## config.mk

```make
export PLATFORM = sky130hd
export DESIGN_NAME = mc_core
export DESIGN_NICKNAME = d
export VERILOG_FILES = /design/src/rtl/core_pkg.sv /design/src/rtl/core_regfile.sv /design/src/rtl/mc_core.sv
export SDC_FILE = /design/constraint.sdc
export NUM_CORES = 1
export LEC_CHECK = 0
export CAP_MARGIN = 25
export CORE_ASPECT_RATIO = 0.6
export CORE_MARGIN = 1
export CORE_UTILIZATION = 51
export DETAILED_ROUTE_END_ITERATION = 16
export GPL_TIMING_DRIVEN = 0
export PLACE_DENSITY = 0.77
export SYNTH_ARGS = -nofsm -noshare
export SYNTH_HDL_FRONTEND = slang
export SYNTH_SLANG_ARGS = --single-unit
```

## constraint.sdc

```tcl
create_clock -name clk -period 5.2 [get_ports clk]
set_input_delay 1.04 -clock clk [delete_from_list [all_inputs] [get_ports clk]]
set_output_delay 1.04 -clock clk [all_outputs]
set_load 0.1 [all_outputs]
```

## src/rtl/core_pkg.sv

```systemverilog
// Shared types and instruction-field positions for the multi-cycle 9-bit-ISA core.
package core_pkg;

   typedef enum logic [2:0] {
      OP_MOV = 3'b000,
      OP_ADD = 3'b001,
      OP_XOR = 3'b010,
      OP_AND = 3'b011,
      OP_LDI = 3'b100,
      OP_LD  = 3'b101,
      OP_ST  = 3'b110,
      OP_BEQ = 3'b111
   } op_e;

   typedef enum logic [2:0] {
      S_IDLE  = 3'd0,
      S_FETCH = 3'd1,
      S_EXEC  = 3'd2,
      S_MEM   = 3'd3,
      S_HALT  = 3'd4
   } state_e;

   localparam int OP_HI  = 8;
   localparam int OP_LO  = 6;
   localparam int B_HI   = 5;
   localparam int B_LO   = 3;
   localparam int A_HI   = 2;
   localparam int A_LO   = 0;
   localparam int IMM_HI = 5;
   localparam int IMM_LO = 0;

   localparam logic [2:0] R_OUT = 3'd7;

endpackage

```

## src/rtl/core_regfile.sv

```systemverilog
// Eight-entry register file: two async read ports, one write port, plus a
// fixed tap on the OUT register that branch offsets are taken from.
module core_regfile
   import core_pkg::*;
#(
   parameter int W = 8
) (
   input  logic         clk,
   input  logic         reset,
   input  logic [2:0]   ra_addr,
   input  logic [2:0]   rb_addr,
   output logic [W-1:0] ra_data,
   output logic [W-1:0] rb_data,
   output logic [W-1:0] r_out,
   input  logic         we,
   input  logic [2:0]   waddr,
   input  logic [W-1:0] wdata
);

   logic [W-1:0] regs_q [8];
   logic [W-1:0] regs_d [8];

   always_comb begin
      regs_d = regs_q;
      if (we) begin
         regs_d[waddr] = wdata;
      end
   end

   always_ff @(posedge clk or posedge reset) begin
      if (reset) begin
         for (int i = 0; i < 8; i++) begin
            regs_q[i] <= '0;
         end
      end else begin
         regs_q <= regs_d;
      end
   end

   assign ra_data = regs_q[ra_addr];
   assign rb_data = regs_q[rb_addr];
   assign r_out   = regs_q[R_OUT];

endmodule

```

## src/rtl/mc_core.sv

```systemverilog
// Multi-cycle 9-bit-ISA datapath: run/halt FSM, PC, ALU, branch logic and
// per-run cycle/instruction counters around an external ROM and data memory.
module mc_core
   import core_pkg::*;
#(
   parameter int D       = 12,
   parameter int W       = 8,
   parameter int HALT_PC = 512,
   parameter int CW      = 32
) (
   input  logic          clk,
   input  logic          reset,
   input  logic          start,
   output logic          busy,
   output logic          done,
   output logic [D-1:0]  imem_addr,
   input  logic [8:0]    imem_data,
   output logic [W-1:0]  dmem_addr,
   output logic [W-1:0]  dmem_wdata,
   output logic          dmem_we,
   input  logic [W-1:0]  dmem_rdata,
   output logic          zero_flag,
   output logic [CW-1:0] cycle_cnt,
   output logic [CW-1:0] instr_cnt
);

   localparam logic [D-1:0] HALT_ADDR = D'(HALT_PC);

   state_e        state_q, state_d;
   logic [D-1:0]  pc_q, pc_d;
   logic [8:0]    ir_q, ir_d;
   logic          zero_q, zero_d;
   logic [CW-1:0] cycle_q, cycle_d;
   logic [CW-1:0] instr_q, instr_d;

   op_e           op;
   logic [2:0]    a_idx, b_idx;
   logic [W-1:0]  ra_data, rb_data, r_out, imm;
   logic [D-1:0]  pc_inc, br_off;
   logic          rf_we;
   logic [2:0]    rf_waddr;
   logic [W-1:0]  rf_wdata;

   assign op     = op_e'(ir_q[OP_HI:OP_LO]);
   assign b_idx  = ir_q[B_HI:B_LO];
   assign a_idx  = ir_q[A_HI:A_LO];
   assign imm    = W'(ir_q[IMM_HI:IMM_LO]);
   assign pc_inc = pc_q + D'(1);
   // r7 is a signed W-bit offset; the cast sign-extends (or truncates) to D bits
   assign br_off = D'($signed(r_out));

   core_regfile #(.W(W)) u_regfile (
      .clk     (clk),
      .reset   (reset),
      .ra_addr (a_idx),
      .rb_addr (b_idx),
      .ra_data (ra_data),
      .rb_data (rb_data),
      .r_out   (r_out),
      .we      (rf_we),
      .waddr   (rf_waddr),
      .wdata   (rf_wdata)
   );

   assign busy      = (state_q == S_FETCH) || (state_q == S_EXEC) || (state_q == S_MEM);
   assign done      = (state_q == S_HALT);
   assign imem_addr = pc_q;
   assign zero_flag = zero_q;
   assign cycle_cnt = cycle_q;
   assign instr_cnt = instr_q;

   always_comb begin
      state_d    = state_q;
      pc_d       = pc_q;
      ir_d       = ir_q;
      zero_d     = zero_q;
      cycle_d    = cycle_q;
      instr_d    = instr_q;
      rf_we      = 1'b0;
      rf_waddr   = b_idx;
      rf_wdata   = ra_data;
      dmem_addr  = '0;
      dmem_wdata = '0;
      dmem_we    = 1'b0;

      if (busy && (cycle_q != {CW{1'b1}})) begin
         cycle_d = cycle_q + CW'(1);
      end

      unique case (state_q)
         S_IDLE, S_HALT: begin
            if (start) begin
               state_d = S_FETCH;
               pc_d    = '0;
               cycle_d = '0;
               instr_d = '0;
            end
         end

         S_FETCH: begin
            ir_d    = imem_data;
            state_d = S_EXEC;
         end

         S_EXEC: begin
            if (op == OP_LD) begin
               dmem_addr = ra_data;
               state_d   = S_MEM;
            end else begin
               pc_d    = pc_inc;
               instr_d = instr_q + CW'(1);
               unique case (op)
                  OP_MOV: begin
                     rf_we    = 1'b1;
                     rf_waddr = b_idx;
                     rf_wdata = ra_data;
                  end
                  OP_ADD: begin
                     rf_we    = 1'b1;
                     rf_waddr = R_OUT;
                     rf_wdata = ra_data + rb_data;
                     zero_d   = (rf_wdata == '0);
                  end
                  OP_XOR: begin
                     rf_we    = 1'b1;
                     rf_waddr = R_OUT;
                     rf_wdata = ra_data ^ rb_data;
                     zero_d   = (rf_wdata == '0);
                  end
                  OP_AND: begin
                     rf_we    = 1'b1;
                     rf_waddr = R_OUT;
                     rf_wdata = ra_data & rb_data;
                     zero_d   = (rf_wdata == '0);
                  end
                  OP_LDI: begin
                     rf_we    = 1'b1;
                     rf_waddr = R_OUT;
                     rf_wdata = imm;
                  end
                  OP_ST: begin
                     dmem_addr  = ra_data;
                     dmem_wdata = rb_data;
                     dmem_we    = 1'b1;
                  end
                  OP_BEQ: begin
                     if (ra_data == rb_data) begin
                        pc_d = pc_q + br_off;
                     end
                  end
                  default: begin
                  end
               endcase
               state_d = (pc_d == HALT_ADDR) ? S_HALT : S_FETCH;
            end
         end

         S_MEM: begin
            rf_we    = 1'b1;
            rf_waddr = b_idx;
            rf_wdata = dmem_rdata;
            pc_d     = pc_inc;
            instr_d  = instr_q + CW'(1);
            state_d  = (pc_d == HALT_ADDR) ? S_HALT : S_FETCH;
         end

         default: begin
            state_d = S_IDLE;
         end
      endcase
   end

   always_ff @(posedge clk or posedge reset) begin
      if (reset) begin
         state_q <= S_IDLE;
         pc_q    <= '0;
         ir_q    <= '0;
         zero_q  <= 1'b0;
         cycle_q <= '0;
         instr_q <= '0;
      end else begin
         state_q <= state_d;
         pc_q    <= pc_d;
         ir_q    <= ir_d;
         zero_q  <= zero_d;
         cycle_q <= cycle_d;
         instr_q <= instr_d;
      end
   end

endmodule
```

==> run metrics, run 1 <==
register area=3830 µm²; hold depth=1; vias in the first global route=a little under 8000; Root Driver=clkbuf_16; internal power=4.13 mW; register area share after synthesis=40.0%; Area Growth Syn to Fin=22.1%; Leakage Power=around 4.9 nW; nets=1139; Final min period=5010 ps; routability cong.=1.00; Die Wd=179 µm; register bit count reported by yosys=roughly 150; Flop pwr share=23.3%; Critical Path RT=4160 ps; Ports=116; final WL=28300 µm; # diodes=0; highest fanout seen on the critical path=10; DR vias=8360; number of H-tree levels=4; RSZ-0062 raised after global routing=no; first-pass GRT wire length=44800 µm; GRT Total Usage=30.9%; Clock Path Buffers=2; critical path launch point type=flop; placed cell areas=approximately 11000 µm²; power density cells=686 nW/µm²; Sw Pwr=3.88 mW; Avg WL per Cell=roughly 21 µm; worst hold path type=reg -> reg; max cap viols=0; achievable frequency=roughly 200 MHz; ys flop type=dfrtp_1; Die Ht=108 µm; Rows=38; Initial Utilization=~53%; Die Footprint=19400 µm²; Ys Warns=0; Rel. slew slack=30.9%; initial antenna violation count=0; Buffers on Ports=115; hpwl dp=20800 µm; Setup crit end kind=primary output; DRC Markers=0; crit path kind=reg -> out; switching fraction of total power=48.4%; via/cell ratio=6.21; layout cells sized above 1=14.6%; floorplan core area=approximately 18000 µm²; Setup Skew=approximately 10 ps; crit share post-route=a little under 100%; pin count of the biggest net entering global routing=97; Worst EP arrival=~4000 ps; antenna-violating nets left=0; synthesized area=9580 µm²; status=complete, no violations; Post-CTS Setup Repair Bufs=0; Slew Limit Fails=0; number of synthesized flops with an enable pin=0; Clk pin slew, worst setup/hold paths=70 ps; Post-Syn Area per Cell=10.0 µm²; Setup TNS=0 ps; CTS tree=yes; syn_nets=1002; Worst VDD drop=0.000537 V; Final Hold Vio Count=0; TritonRoute pass-1 iters=7; Num Clock Sinks=153; clock latency on the worst-skew pair=around 440 ps; number of setup violations in the final report=0; Comb power frac=60.8%; CTS buffer count=17; Post-synth ARST share=100%; Synth cell types=69; cell count after synthesis=957; cells on worst reg2reg path=12; Worst Tran Pin Value=a little over 1000 ps; Clk pwr share=15.9%; multi-input combinational cell area=5440 µm²; total global routing overflow=0; Fill cells=1480; first-iteration detailed-routing DRC count=976; cell area after layout=about 12000 µm²; Pwr Total=8.02 mW
-- power by group through the flow --
stage,Combinational [mW],Sequential [mW],Clock [mW]
after floorplan,3.33,2.05,0
after global placement,4.66,1.82,0
after detailed placement,4.74,1.84,0
after CTS,4.77,1.83,1.29
after global routing,5.17,1.91,1.34
final,4.87,1.87,1.28
-- synth_stat cells, drive strengths merged (3+ instances only) --
| cell | n | area (µm²) |
|---|---|---|
| a21o | 10 | 75.1 |
| a21oi | 41 | 205 |
| a221oi | 6 | 58.8 |
| a22o | 4 | 35.0 |
| a31oi | 10 | 68.8 |
| and2 | 6 | 37.5 |
| and3 | 11 | 73.8 |
| and4 | 5 | 43.8 |
| buf | 15 | 82.6 |
| clkbuf | 29 | 109 |
| dfrtp | 153 | 3830 |
| ha | 23 | 288 |
| inv | 31 | 116 |
| mux2 | 66 | 743 |
| mux2i | 21 | 210 |
| mux4 | 32 | 721 |
| nand2 | 81 | 304 |
| nand2b | 8 | 50.1 |
| nand3 | 40 | 205 |
| nand3b | 3 | 22.5 |
| nand4 | 27 | 169 |
| nor2 | 87 | 329 |
| nor2b | 19 | 119 |
| nor3 | 21 | 115 |
| nor3b | 6 | 45.0 |
| nor4 | 16 | 151 |
| nor4b | 3 | 32.5 |
| o21ai | 58 | 290 |
| o21bai | 5 | 37.5 |
| o22ai | 7 | 43.8 |
| o31ai | 3 | 22.5 |
| or3 | 12 | 75.1 |
| xnor2 | 28 | 245 |
| xor2 | 40 | 350 |
-- worst max-delay path: stages, from the launching register on --
cell             delay, ps
dfrtp_1                460
nor2b_1                390
clkbuf_1               600
nand3_1                640
nor2b_1                270
clkdlybuf4s50_1       1160
-- sequential cells by signal (all words and copies together) (netlist names) --
| name | flops |
|---|---|
| u_regfile.regs_q | 56 |
| cycle_cnt | 32 |
| instr_cnt | 32 |
| imem_addr | 12 |
| ir_q | 9 |
| u_regfile.r_out | 8 |
| state_q | 3 |
| zero_flag | 1 |
-- path summary, 6_finish.rpt --
check	slack [ps]	end	startpoint
max in group asynchronous	3450	imem_addr[10]	reset
min in group asynchronous	1090	cycle_cnt[12]	reset
min reg2reg	490	instr_cnt[31]	instr_cnt[31]
max reg2reg	430	state_q[0]	ir_q[3]
max	190	dmem_wdata[2]	state_q[2]
min	490	instr_cnt[31]	instr_cnt[31]
-- kinds of logic (layout without fill, tap and decap cells) --
logic type                 Yosys count  count (layout)  synth area share (%)
and+or+nand+nor                    352             352                  19.1
AOI/OAI and AO/OA                  165             165                  10.6
xor gates and xnor gates            68              68                  6.22
adders and majority gates           25              25                  3.42
muxes                              119             119                  17.5
DFF                                153             153                  40.0
buffers and inverters               75             225                  3.21
-- placed cells by master (no fill, tap or decap), types with 12 or more instances in the layout --
master	netlist	final
nor4_1	12	12
clkdlybuf4s50_1	0	115
nand3_1	39	39
clkbuf_1	29	29
o21ai_0	57	57
nand2_1	81	81
or3_1	12	12
nand4_1	27	27
mux4_2	32	32
clkbuf_16	0	17
inv_1	31	30
mux2i_1	21	21
dfrtp_1	153	152
nor3_1	19	19
mux2_2	66	66
xnor2_1	28	28
nor2b_1	19	19
ha_1	23	23
xor2_1	40	40
a21oi_1	41	41
nor2_1	86	86
-- through the flow --
stage                     cells  worst slack, ps  hold WS (ps)  util [%]
after floorplan             957             38.6           461         -
after global placement     1312            -2140           480      60.6
after detailed placement   1315              148           488      61.0
after CTS                  1347              110           498      64.2
after global routing       1347             7.46           518      64.2
final                      1347              192           492      64.2
-- cell type report --
| type | count | share of cell area (%) |
|---|---|---|
| multi-input combinational | 729 | 46.5 |
| sequential | 153 | 32.7 |
| timing repair buffer | 119 | 10.5 |
| clock buffer | 18 | 3.67 |
| tap | 240 | 2.57 |
| buffer | 43 | 1.60 |
| clock inverter | 14 | 1.36 |
| inverter | 31 | 1.04 |
-- layer usage --
metal	GRT usage [%]	vias to the layer above	wire [µm]
met4	6.30	0	268
li1	-	3781	-
met5	0	-	0
met3	9.35	27	3020
met1	49.0	4117	13900
met2	40.5	435	11200
-- timing repair --
action,CTS,global route
hold buffers,0,0
resized for setup,0,1
setup endpoints to repair,0,26
No activity file was read; power rests on OpenSTA's default activity.
==> inputs of run 2 (changes only) <==
==> constraint.sdc (replaced) <==
create_clock -name clk -period 4 [get_ports clk]
set_input_delay 0.8 -clock clk [delete_from_list [all_inputs] [get_ports clk]]
set_output_delay 0.8 -clock clk [all_outputs]
set_load 0.1 [all_outputs]
==> run 2 against run 1 <==
Sequential cell count unchanged. Clock skew increased by 5.3 ps. Sequential share of layout area shrank 1.5 points. Clock power grew 25%. Critical path type is now reg -> reg. Critical endpoint is now state_q[0]. Largest power group unchanged. Highest routed layer is now met5.
==> run metrics, run 2 (synthesized netlist as in run 1, its figures left out) <==
Comb power frac=64.6% (was 60.8%); CTS buffer count=17 (unchanged); hold buffer count at CTS=0 (unchanged); DR vias=8614 (was 8360); Rows=38 (unchanged); hpwl dp=20900 µm (was 20800 µm); routability cong.=0.983 (was 1.00); number of setup violations in the final report=0 (unchanged); Ports=116 (unchanged); Flop pwr share=21.5% (was 23.3%); Die Footprint=19400 µm² (unchanged); CP startpoint=ir_q[3] (was state_q[2]); Leakage Power=5.04 nW (was 4.86 nW); max cap viols=0 (unchanged); max reg flops=56 (unchanged); Avg WL per Cell=21.3 µm (was 21.0 µm); Setup crit end kind=flop (was primary output); status=complete, no violations (unchanged); Worst EP arrival=4240 ps (was 3970 ps); Area Growth Syn to Fin=27.8% (was 22.1%); Reg with most FFs=u_regfile.regs_q (unchanged); Clock Path Buffers=2 (unchanged); clock latency on the worst-skew pair=440 ps (about the same); Final min period=3900 ps; achievable frequency=256 MHz; Num Clock Sinks=153 (unchanged); register area=3830 µm² (unchanged); Placed Cells=1316 (was 1315); reg-to-reg startpoint=ir_q[3] (unchanged); pin count of the biggest net entering global routing=39 (was 97); TritonRoute pass-1 iters=6 (was 7); crit path kind=reg -> reg (was reg -> out); final WL=29200 µm (was 28300 µm); Worst VDD drop=0.000671 V (was 0.000537 V); internal power=6.02 mW (was 4.13 mW); Pwr Total=11.4 mW (was 8.02 mW); nets=1161 (was 1139); worst hold path type=reg -> reg (unchanged); leading cell type in the layout, fill and taps excluded=dfrtp_1 (unchanged); highest fanout seen on the critical path=10 (unchanged); power density cells=935 nW/µm² (was 686 nW/µm²); cell area after layout=12200 µm² (was 11700 µm²); number of H-tree levels=4 (unchanged); Initial Utilization=52.6% (unchanged); GRT Total Usage=31.2% (was 30.9%); total global routing overflow=0 (unchanged); critical path launch point type=flop (unchanged); crit share post-route=~100%; first-iteration detailed-routing DRC count=1046 (was 976); CTS tree=yes (unchanged); vias in the first global route=8128 (was 7851); antenna-violating nets left=0 (unchanged); HP Start=instr_cnt[31] (unchanged); Die Ht=108 µm (unchanged); placed cell areas=11100 µm² (about the same); Setup Skew=15.6 ps (was 10.3 ps); Die Wd=179 µm (unchanged); most frequent cells in the layout=dfrtp_1 (152), clkdlybuf4s50_1 (98), nor2_1 (86), nand2_1 (81), mux2_2 (60) (was dfrtp_1 (152), clkdlybuf4s50_1 (115), nor2_1 (86), nand2_1 (81), mux2_2 (66)); Fill cells=1378 (was 1480); Sw Pwr=5.43 mW (was 3.88 mW); multi-input combinational cell area=5700 µm² (was 5440 µm²); Critical Path RT=4340 ps (was 4160 ps); layout cells sized above 1=20.8% (was 14.6%); Worst Tran Pin Value=1020 ps (was 1040 ps); initial antenna violation count=1 (was 0); Root Driver=clkbuf_16 (unchanged); floorplan core area=18200 µm² (unchanged); first-pass GRT wire length=45300 µm (was 44800 µm); via/cell ratio=6.29 (was 6.21); Non-Filler Instances=1369 (was 1347); Rel. slew slack=32.1% (was 30.9%); Final Hold Vio Count=0 (unchanged); switching fraction of total power=47.4% (was 48.4%); Buffers on Ports=115 (unchanged); Clk pwr share=13.9% (was 15.9%); Clk pin slew, worst setup/hold paths=70 ps (about the same); Slew Limit Fails=0 (unchanged); # diodes=0 (unchanged); DRC Markers=0 (unchanged)
==> run 2: cell count changes in the layout (fill, tap and decap cells not counted), moves of 8 or more <==
| cell | delta |
|---|---|
| buf_12 | +9 |
| buf_4 | +18 |
| clkdlybuf4s15_2 | +17 |
| clkdlybuf4s50_1 | -17 |
| ha_1 | -8 |
| ha_4 | +8 |
==> run 2: stage by stage <==
stage | hold slack, ps | util [%] | setup WS, ps | TNS, ps
CTS | 495 | 65.4 | 8.17 | 0
global placement | 475 | 60.6 | -660 | -39140
global route | 545 | 67.2 | -40.7 | -40.7
floorplan | 461 | - | 42.1 | 0
detailed placement | 485 | 61.0 | -681 | -25740
finish | 504 | 67.2 | 95.3 | 0
==> run 2: worst max-delay path, stage by stage, from the launching register on <==
cell	delay, ps
dfrtp_1	390
buf_12	140
buf_12	150
mux4_2	490
mux2_4	320
ha_4	250
nor4_4	260
buf_4	170
buf_4	110
nand3_4	80
or4_1	540
o311ai_1	160
nand3_1	160
o311a_4	360
a21o_1	180
==> run 2: final cells by class <==
| class | count | area share (%) |
|---|---|---|
| multi-input combinational | 729 | 46.5 |
| sequential | 153 | 31.3 |
| timing repair buffer | 142 | 12.1 |
| clock buffer | 18 | 3.59 |
| tap | 240 | 2.45 |
| buffer | 42 | 2.04 |
| clock inverter | 14 | 1.05 |
| inverter | 31 | 0.981 |
==> run 2: path summary, 6_finish.rpt <==
path	end	slack, ps	depth (start not counted)
worst max-delay path	state_q[0]	100	14
worst min-delay path	instr_cnt[31]	500	1
worst max register to register	state_q[0]	100	14
worst min register to register	instr_cnt[31]	500	1
max in group asynchronous	ir_q[0]	2490	4
min in group asynchronous	instr_cnt[25]	710	2
==> run 2: power groups by stage <==
stage	Clock, mW	Sequential [mW]	Combinational [mW]
after CTS	1.61	2.40	6.55
after global placement	0	2.37	6.07
after floorplan	0	2.67	4.32
final	1.60	2.46	7.39
after global routing	1.67	2.52	7.82
after detailed placement	0	2.39	6.15
==> run 2: what timing repair did <==
item,4_1_cts,5_1_grt
setup endpoints to repair,78,26
gates cloned,0,2
pin swaps,4,8
gates resized for setup,89,32
setup buffers,4,16
==> run 2: routing by layer <==
metal | global-route usage [%] | routed length [µm]
met5 | 0 | 11
met4 | 6.90 | 317
met3 | 8.97 | 3160
met2 | 41.3 | 11800
met1 | 49.1 | 13900
==> inputs of run 3 (changes only) <==
--- a/config.mk
+++ b/config.mk
@@ -12,6 +12,8 @@
 export DETAILED_ROUTE_END_ITERATION = 16
 export GPL_TIMING_DRIVEN = 0
 export PLACE_DENSITY = 0.77
+export SLEW_MARGIN = 30
 export SYNTH_ARGS = -nofsm -noshare
 export SYNTH_HDL_FRONTEND = slang
 export SYNTH_SLANG_ARGS = --single-unit
+export TNS_END_PERCENT = 20
==> run 3 against run 2 <==
The run now ends with negative setup slack left. Cell area is 1.1% lower. Sequential share of layout area rose by 0.38 points. Clock power up 2%. Fmax down 5.5%. Sequential cell count did not move. Largest power group unchanged.
==> run metrics, run 3 (synthesized netlist as in run 1, its figures left out) <==
failing checks=negative setup slack; final WL=28700 µm (was 29200 µm); Clk pin slew, worst setup/hold paths=70 ps (about the same); number of setup violations in the final report=5 (was 0); Rel. slew slack=31.6% (was 32.1%); Setup TNS=-434 ps (was 0 ps); GRT Total Usage=31.1% (was 31.2%); number of H-tree levels=4 (unchanged); number of buffer and inverter stages on the critical path=3 (was 4); power density cells=913 nW/µm² (was 935 nW/µm²); floorplan core area=18200 µm² (unchanged); antenna-violating nets left=0 (unchanged); cell area after layout=12100 µm² (was 12200 µm²); worst hold path type=reg -> reg (unchanged); Largest stage delay, worst path=570 ps (was 540 ps); Die Ht=108 µm (unchanged); leading cell type in the layout, fill and taps excluded=dfrtp_1 (unchanged); Flop pwr share=22.3% (was 21.5%); clock latency on the worst-skew pair=440 ps (about the same); Initial Utilization=52.6% (unchanged); RSZ-0062 raised after global routing=yes; Setup crit end kind=primary output (was flop); Worst Tran Pin Value=1020 ps (about the same); layout cells sized above 1=19.8% (was 20.8%); switching fraction of total power=47.9% (was 47.4%); Sw Pwr=5.30 mW (was 5.43 mW); achievable frequency=242 MHz (was 256 MHz); internal power=5.75 mW (was 6.02 mW); top cell family by delay on the critical path=buffers and inverters (was simple AND/OR/NAND/NOR gates); crit path kind=reg -> out (was reg -> reg); Root Driver=clkbuf_16 (unchanged); nets=1151 (was 1161); routability cong.=0.989 (was 0.983); Ports=116 (unchanged); hold buffer count at CTS=0 (unchanged); Avg WL per Cell=21.1 µm (was 21.3 µm); TritonRoute pass-1 iters=6 (unchanged); Die Wd=179 µm (unchanged); CTS tree=yes (unchanged); via/cell ratio=6.26 (was 6.29); Rows=38 (unchanged); critical path launch point type=flop (unchanged); Final WS setup=-130 ps (was 95.3 ps); Final min period=4130 ps (was 3900 ps); status=complete, but fails checks (was complete, no violations); Setup WS pre-CTS=-1010 ps (was -681 ps); post-layout util=66.5% (was 67.2%); Reg with most FFs=u_regfile.regs_q (unchanged); Comb power frac=62.9% (was 64.6%); most frequent cells in the layout=dfrtp_1 (151), clkdlybuf4s50_1 (98), nor2_1 (85), nand2_1 (81), mux2_2 (65) (was dfrtp_1 (152), clkdlybuf4s50_1 (98), nor2_1 (86), nand2_1 (81), mux2_2 (60)); placed cell areas=11200 µm² (was 11100 µm²); Buffers on Ports=115 (unchanged); Clk pwr share=14.9% (was 13.9%); max cap viols=0 (unchanged); Setup Skew=12.5 ps (was 15.6 ps); crit-path cells=nor2b_1, clkbuf_1, o211ai_1, buf_4, nor2_1, clkdlybuf4s15_2 (was buf_12, buf_12, mux4_2, mux2_4, ha_4, nor4_4, buf_4, buf_4, nand3_4, or4_1, o311ai_1, nand3_1, o311a_4, a21o_1); highest fanout seen on the critical path=10 (unchanged); Critical Path RT=3200 ps (was 4340 ps); Area Growth Syn to Fin=26.4% (was 27.8%); max reg flops=56 (unchanged); crit share post-route=103% (was 97.6%); DR vias=8514 (was 8614); Placed Cells=1318 (was 1316); first-pass GRT wire length=44900 µm (was 45300 µm); first-iteration detailed-routing DRC count=891 (was 1046); Worst VDD drop=0.000590 V (was 0.000671 V); Slew Limit Fails=0 (unchanged); vias in the first global route=7967 (was 8128); Die Footprint=19400 µm² (unchanged); initial antenna violation count=0 (was 1); Num Clock Sinks=153 (unchanged); CTS buffer count=17 (unchanged); Slowest-stage cell, CP=clkdlybuf4s15_2 (was or4_1); Non-Filler Instances=1359 (was 1369); total global routing overflow=0 (unchanged); pin count of the biggest net entering global routing=31 (was 39); Final Hold Vio Count=0 (unchanged); Worst EP arrival=3330 ps (was 4240 ps); hpwl dp=21200 µm (was 20900 µm); Leakage Power=4.97 nW (was 5.04 nW); # diodes=0 (unchanged); DRC Markers=0 (unchanged); Clock Path Buffers=2 (unchanged)
==> run 3: layout make-up <==
type | instances | area, µm²
timing repair buffer | 133 | 1400
fill | 1397 | 6100
sequential | 153 | 3830
clock buffer | 18 | 439
buffer | 41 | 229
clock inverter | 14 | 154
multi-input combinational | 729 | 5630
inverter | 31 | 120
tap | 240 | 300
==> run 3: what timing repair did <==
action | in CTS | in global routing
setup endpoints to repair | 82 | 53
setup buffers | 5 | 5
hold endpoints to repair | 0 | 0
pin swaps | 4 | 7
resized for setup | 84 | 19
==> run 3: path summary, 6_finish.rpt <==
check / start / end / cells past startpoint / slack [ps]
setup / recovery: state_q[2] / dmem_addr[1] / 6 / -130
hold / removal: u_regfile.regs_q[15] / u_regfile.regs_q[15] / 2 / 510
setup reg to reg: ir_q[3] / state_q[0] / 12 / 50
hold reg to reg: u_regfile.regs_q[15] / u_regfile.regs_q[15] / 2 / 510
max in group asynchronous: reset / u_regfile.regs_q[34] / 5 / 2500
min in group asynchronous: reset / imem_addr[9] / 2 / 660
==> run 3: through the flow <==
| step | hold slack [ps] | power [mW] |
|---|---|---|
| 2_1_floorplan | 461 | 6.99 |
| 3_3_place_gp | 473 | 8.50 |
| 3_5_place_dp | 485 | 8.59 |
| 4_1_cts | 505 | 10.6 |
| 5_1_grt | 527 | 11.6 |
| 6_report | 510 | 11.0 |
==> run 3: worst reg2reg max path: stages, from the launching register on <==
cell and delay (ps):
dfrtp_4 470, buf_6 170, mux4_2 510, mux2_2 320
ha_2 330, nor4_4 410, and3_1 230, buf_6 140
mux2_2 370, nor4_4 210, nand3_2 130, o311a_4 370
a21o_1 190
==> run 3: power groups by stage <==
stage	sequential [mW]	combinational, mW	clock (mW)
after floorplan	2.67	4.32	0
after global placement	2.37	6.13	0
after detailed placement	2.39	6.20	0
after CTS	2.44	6.55	1.65
after global routing	2.52	7.36	1.72
final	2.46	6.94	1.64
==> run 3: layer usage <==
layer / GRT usage (%) / up-vias / wire length (µm)
met5: 0 / - / 0
met4: 7.14 / 0 / 335
met3: 9.00 / 41 / 3120
met2: 40.4 / 459 / 11600
met1: 49.5 / 4217 / 13700
li1: - / 3797 / -
